`config.mk`:
```
export PLATFORM = sky130hd
export DESIGN_NAME = booth_operand_sequencer
export DESIGN_NICKNAME = d
export VERILOG_FILES = /design/src/rtl/booth_operand_sequencer.sv
export SDC_FILE = /design/constraint.sdc
export NUM_CORES = 1
export LEC_CHECK = 0
export ABC_CLOCK_PERIOD_IN_PS = 6700
export BUFFER_PORTS_ARGS = -buffer_cell sky130_fd_sc_hd__buf_2
export CORE_UTILIZATION = 55
export CTS_CLUSTER_DIAMETER = 30
export DETAILED_ROUTE_END_ITERATION = 7
export PLACE_DENSITY = 0.75
export SLEW_MARGIN = 0
export SYNTH_ARGS = -nofsm -noshare
export SYNTH_HDL_FRONTEND = slang
export SYNTH_SLANG_ARGS = --single-unit
export TNS_END_PERCENT = 20
```
`constraint.sdc`:
```
create_clock -name clk -period 6.7 [get_ports clk]
set_clock_uncertainty 0.2 [all_clocks]
set_input_delay 0.67 -clock clk [delete_from_list [all_inputs] [get_ports clk]]
set_output_delay 0.67 -clock clk [all_outputs]
set_load 0.005 [all_outputs]
```
`src/rtl/booth_operand_sequencer.sv`:
```
// Operand feeder for the Booth multiplier: buffers signed pairs, drives the start/load
// sequence on the shared data bus, and returns the product or a watchdog abort downstream.
module booth_operand_sequencer #(
    parameter int WIDTH   = 16,
    parameter int DEPTH   = 4,
    parameter int TIMEOUT = 64
) (
    input  logic                   clk,
    input  logic                   rst,
    input  logic                   in_valid,
    output logic                   in_ready,
    input  logic [WIDTH-1:0]       in_mcand,
    input  logic [WIDTH-1:0]       in_mplier,
    output logic                   mul_start,
    output logic [WIDTH-1:0]       mul_data,
    input  logic                   mul_done,
    input  logic [2*WIDTH-1:0]     mul_prod,
    output logic                   out_valid,
    input  logic                   out_ready,
    output logic [2*WIDTH-1:0]     out_prod,
    output logic                   out_timeout,
    output logic                   busy,
    output logic [$clog2(DEPTH):0] fifo_count
);

    // state  | meaning
    // IDLE   | waiting for a queued pair and no pending result
    // START  | mul_start pulse, bus idle
    // LOAD_M | multiplicand on the bus
    // LOAD_Q | multiplier on the bus, watchdog armed
    // WAIT   | waiting for mul_done or watchdog expiry
    // HOLD   | result presented until out_ready
    typedef enum logic [2:0] {
        ST_IDLE,
        ST_START,
        ST_LOAD_M,
        ST_LOAD_Q,
        ST_WAIT,
        ST_HOLD
    } state_t;

    localparam int PTR_W = $clog2(DEPTH);
    localparam int CNT_W = PTR_W + 1;
    localparam int WD_W  = $clog2(TIMEOUT + 1);

    state_t                 state_q, state_d;
    logic [PTR_W-1:0]       wr_ptr_q, wr_ptr_d;
    logic [PTR_W-1:0]       rd_ptr_q, rd_ptr_d;
    logic [CNT_W-1:0]       count_q, count_d;
    logic [2*WIDTH-1:0]     fifo_mem_q [DEPTH];
    logic [2*WIDTH-1:0]     fifo_mem_d [DEPTH];
    logic [WIDTH-1:0]       mcand_q, mcand_d;
    logic [WIDTH-1:0]       mplier_q, mplier_d;
    logic                   mul_start_q, mul_start_d;
    logic [WIDTH-1:0]       mul_data_q, mul_data_d;
    logic                   out_valid_q, out_valid_d;
    logic [2*WIDTH-1:0]     out_prod_q, out_prod_d;
    logic                   out_timeout_q, out_timeout_d;
    logic [WD_W-1:0]        wd_q, wd_d;
    logic                   push;
    logic                   pop;

    assign in_ready = !rst && (count_q < CNT_W'(DEPTH));
    assign push     = in_valid && in_ready;
    assign pop      = (state_q == ST_IDLE) && (count_q != '0) && !out_valid_q;

    always_comb begin
        state_d       = state_q;
        wr_ptr_d      = wr_ptr_q;
        rd_ptr_d      = rd_ptr_q;
        count_d       = count_q;
        fifo_mem_d    = fifo_mem_q;
        mcand_d       = mcand_q;
        mplier_d      = mplier_q;
        mul_start_d   = 1'b0;
        mul_data_d    = mul_data_q;
        out_valid_d   = out_valid_q;
        out_prod_d    = out_prod_q;
        out_timeout_d = out_timeout_q;
        wd_d          = wd_q;

        if (push) begin
            fifo_mem_d[wr_ptr_q] = {in_mcand, in_mplier};
            wr_ptr_d             = wr_ptr_q + 1'b1;
        end
        if (pop) begin
            {mcand_d, mplier_d} = fifo_mem_q[rd_ptr_q];
            rd_ptr_d            = rd_ptr_q + 1'b1;
        end
        case ({push, pop})
            2'b10:   count_d = count_q + 1'b1;
            2'b01:   count_d = count_q - 1'b1;
            default: count_d = count_q;
        endcase

        // Outputs are registered, so each branch sets what the next state presents.
        case (state_q)
            ST_IDLE: begin
                if (pop) begin
                    state_d     = ST_START;
                    mul_start_d = 1'b1;
                    mul_data_d  = '0;
                end
            end
            ST_START: begin
                state_d    = ST_LOAD_M;
                mul_data_d = mcand_q;
            end
            ST_LOAD_M: begin
                state_d    = ST_LOAD_Q;
                mul_data_d = mplier_q;
            end
            ST_LOAD_Q: begin
                state_d    = ST_WAIT;
                mul_data_d = '0;
                wd_d       = WD_W'(TIMEOUT - 1);
            end
            ST_WAIT: begin
                if (mul_done) begin
                    state_d       = ST_HOLD;
                    out_prod_d    = mul_prod;
                    out_timeout_d = 1'b0;
                    out_valid_d   = 1'b1;
                end else if (wd_q == '0) begin
                    state_d       = ST_HOLD;
                    out_prod_d    = '0;
                    out_timeout_d = 1'b1;
                    out_valid_d   = 1'b1;
                end else begin
                    wd_d = wd_q - 1'b1;
                end
            end
            ST_HOLD: begin
                if (out_ready) begin
                    state_d     = ST_IDLE;
                    out_valid_d = 1'b0;
                end
            end
            default: state_d = ST_IDLE;
        endcase
    end

    always_ff @(posedge clk) begin
        if (rst) begin
            state_q       <= ST_IDLE;
            wr_ptr_q      <= '0;
            rd_ptr_q      <= '0;
            count_q       <= '0;
            fifo_mem_q    <= '{default: '0};
            mcand_q       <= '0;
            mplier_q      <= '0;
            mul_start_q   <= 1'b0;
            mul_data_q    <= '0;
            out_valid_q   <= 1'b0;
            out_prod_q    <= '0;
            out_timeout_q <= 1'b0;
            wd_q          <= '0;
        end else begin
            state_q       <= state_d;
            wr_ptr_q      <= wr_ptr_d;
            rd_ptr_q      <= rd_ptr_d;
            count_q       <= count_d;
            fifo_mem_q    <= fifo_mem_d;
            mcand_q       <= mcand_d;
            mplier_q      <= mplier_d;
            mul_start_q   <= mul_start_d;
            mul_data_q    <= mul_data_d;
            out_valid_q   <= out_valid_d;
            out_prod_q    <= out_prod_d;
            out_timeout_q <= out_timeout_d;
            wd_q          <= wd_d;
        end
    end

    // A start pulse must never reach the multiplier while reset is asserted.
    assign mul_start   = mul_start_q && !rst;
    assign mul_data    = mul_data_q;
    assign out_valid   = out_valid_q;
    assign out_prod    = out_prod_q;
    assign out_timeout = out_timeout_q;
    assign busy        = (state_q != ST_IDLE);
    assign fifo_count  = count_q;

endmodule
```
==> metrics.md <==
| Metric | Value |
|---|---|
| Worst hold stages | 2 |
| Crit path launch type | flip-flop |
| Maxcap violations | 0 |
| Via density | 5.52 |
| Die span in y | roughly 130 µm |
| Commonest non-fill, non-tap cell in the layout | nand2_1 |
| CP Capture Point | fifo_count[2]$_SDFFE_PP0P_ |
| Syn_area_per_cell | about 9 µm² |
| Leading area contributor after synthesis | dfxtp_1 |
| Core area | around 16000 µm² |
| Clock Latency Late Sink | 0.51 ns |
| Flop2flop setup slack | about 3.2 ns |
| Final ANT Viol Nets | 0 |
| Reg2reg end | fifo_count[2]$_SDFFE_PP0P_ |
| Post-Syn Nets | around 1100 |
| VDD IR-drop max | roughly 0.00022 V |
| Net Switching | 1.26 mW |
| IO Port Bufs | 124 |
| Final cell utilization of the core | 0.703 |
| First-pass GRT wire length | about 36 mm |
| Leak | roughly 4.2 nW |
| Post-detail-place hpwl | 13.1 mm |
| Status | completed |
| Hold Crit Class | in2reg |
| Power Density | 400 nW/µm² |
| Final setup viols | 0 |
| Drt total wl | approximately 23 mm |
| Worst R2R Start | state_q[2]$_SDFFE_PP0P_ |
| Number of hold buffers added after cts | 0 |
| Gr ovfl total | 0 |
| Initial core utilization | 0.568 |
| Final Cell Area | 11300 µm² |
| Yosys reg bits | ~230 |
| Slew @ Worst Pin | roughly 1.1 ns |
| Register area share after synthesis | 0.501 |
| IO Count | approximately 130 |
| Synth-to-Final Area Change | 23.9% |
| Multi-input logic area | around 4100 µm² |
| DP Area | 9750 µm² |
| Row cnt | 46 |
| Post-CTS Resized | 0 |
| Fillers | ~1200 |
| Crit Path Class | reg2reg |
| Sink Count | around 230 |
| Storage cell area | between 4000 and 5000 µm² |
| Commonest cells after routing, fill and taps aside | nand2_1, dfxtp_1, a21oi_1, buf_2, clkbuf_16 |
| Crit path DAT | ~3.7 ns |
| Setup WS post-layout | around 3.2 ns |
| Initial antenna violation count | 0 |
| Ant diodes | 0 |
| DIE WIDTH | 131 µm |
| Worst-path clk slew | 0.05 ns |
| Max Clock Freq | approximately 0.29 GHz |
| Pre-CTS setup slack | 3.24 ns |
| Crit path time final | approximately 3.5 ns |
| Post-Synthesis Cells | approximately 1000 |
| Synth top area share | 0.501 |
| DRC viols | 0 |
| Max-slew headroom | 0.232 |
| Layout cells sized above 1 | 0.251 |
| Unrepaired setup endpoints after global routing | false |
| TNS Setup | 0 ns |
| Netlist Area Pre-Place | a little over 9000 µm² |
| Vias in the first global route | between 7000 and 8000 |
| Placer Congestion | ~0.76 |
| Root Driver | clkbuf_16 |
| Critical path endpoint category | flip-flop |
| Final #Nets | 1210 |
| Flop pwr share | 0.335 |
| Top_reg_cell synth | dfxtp_1 |
| Switch share | 0.280 |
| Htree depth | 2 |
| Synth top area cells | dfxtp_1, nand2_1, a21oi_1 |
| Final Max Tran Viols | 0 |
| Final cell count without fillers | between 1000 and 1500 |
| Combinational power share | 0.167 |
| EDFF count, synth | 0 |
| DRT iter0 DRCs | 621 |
| Yosys warnings | 0 |
| Routed vias | roughly 7600 |
| CTS tree | yes |
| CTS Buf Count | 43 |
| Post-CTS setup buffers | 0 |
| Total design power | roughly 4.5 mW |
| CP max FO | 40 |
| Tcrit/Tclk final | 0.518 |
| Hold Vio Cnt, Final | 0 |
| WL/cell | between 15 and 20 µm |
| Pint | ~3.3 mW |
| Pin count of the biggest net entering global routing | roughly 110 |
| DP Cell Count | roughly 1300 |
| Min Hold Slack | 0.180 ns |
| R2R depth | 10 |
| Router iterations before antenna repair | 5 |
| Number of distinct library cells after synthesis | 48 |
| Post-synth ARST share | 0 |
| Worst Setup SP | state_q[2]$_SDFFE_PP0P_ |
| Clock Path Buffers | 3 |
| Tot GR Track Use | 0.272 |
| DIE AREA | between 15000 and 20000 µm² |
| Clock group share of total power | 0.498 |
| WP data required | slightly below 7 ns |
synthesized netlist by cell type, types with 2 or more instances:
cell      instances
nand2_1         322
a211oi_1          3
a21oi_1         175
ha_1              7
xnor2_1           3
nor4b_1           3
nor4_1            3
a21oi_2          10
nor3_1           10
buf_8             2
o21ai_0          18
nor2_1           15
buf_2            24
clkbuf_1         52
and2_1            4
nor2b_1           5
xor2_1            2
o21a_1            2
and3_1            2
nand2_2           9
or3_1             3
nor3b_1           2
a22o_1           32
dfxtp_1         228
inv_1             9
mux4_2           32
nand3_1           2
a22oi_1          16
or2_2            17
area by class of cell:
type	instances	area share
clock buffer	51	0.106
multi-input combinational	711	0.365
timing repair buffer	139	0.0655
sequential	228	0.404
clock inverter	26	0.0306
tap	216	0.0239
inverter	10	0.00443
power by group through the flow:
stage          clock, mW  sequential [mW]  combinational (mW)
2_1_floorplan          0             1.51               0.646
3_3_place_gp           0             1.54               0.731
3_5_place_dp           0             1.54               0.745
4_1_cts             2.28             1.51               0.753
5_1_grt             2.35             1.53               0.835
6_report            2.25             1.51               0.753
sequential cells by signal, indices dropped and copies added, names as in the netlist:
signal and flops:
wd_q 7, fifo_mem_q 128, mul_start_q 1, fifo_count 3
mplier_q 16, out_valid 1, wr_ptr_q 2, out_timeout 1
mcand_q 16, out_prod 32, state_q 3, rd_ptr_q 2
mul_data 16
worst min path at each step:
stage,from,endpoint,slack [ns]
after floorplan,fifo_mem_q[36]$_SDFFE_PP0P_,fifo_mem_q[36]$_SDFFE_PP0P_,0.23
after global placement,fifo_mem_q[30]$_SDFFE_PP0P_,fifo_mem_q[30]$_SDFFE_PP0P_,0.24
after detailed placement,fifo_mem_q[42]$_SDFFE_PP0P_,fifo_mem_q[42]$_SDFFE_PP0P_,0.24
after CTS,mul_prod[11],out_prod[11]$_SDFFE_PP0P_,0.16
after global routing,mul_prod[23],out_prod[23]$_SDFFE_PP0P_,0.18
final,mul_prod[11],out_prod[11]$_SDFFE_PP0P_,0.18
cells by family (layout without fill, tap and decap cells):
logic type      Yosys count  in the layout  synth area share
buf+inv                  92            226            0.0480
simple gates            403            403             0.186
xor+xnor                  5              5           0.00480
compound gates          263            263             0.170
flops                   228            228             0.501
mux                      32             32            0.0791
fa+ha+maj                 8              8            0.0118
worst max-delay path, cell delays in order (launching register included):
cell and delay [ns]:
dfxtp_1 0.61, or3_4 0.55, or3_1 0.35, buf_4 0.26, clkinv_8 0.19, ha_1 0.21
inv_1 0.06, fa_1 0.37, xor2_1 0.16, or3_1 0.30, a21oi_1 0.13
routing by layer:
layer | GRT usage | share of wire
met5 | 0 | 0
met2 | 0.438 | 0.48
met4 | 0.0953 | 0.019
met1 | 0.370 | 0.44
met3 | 0.0464 | 0.060
Power figures use the tool's default switching activity.
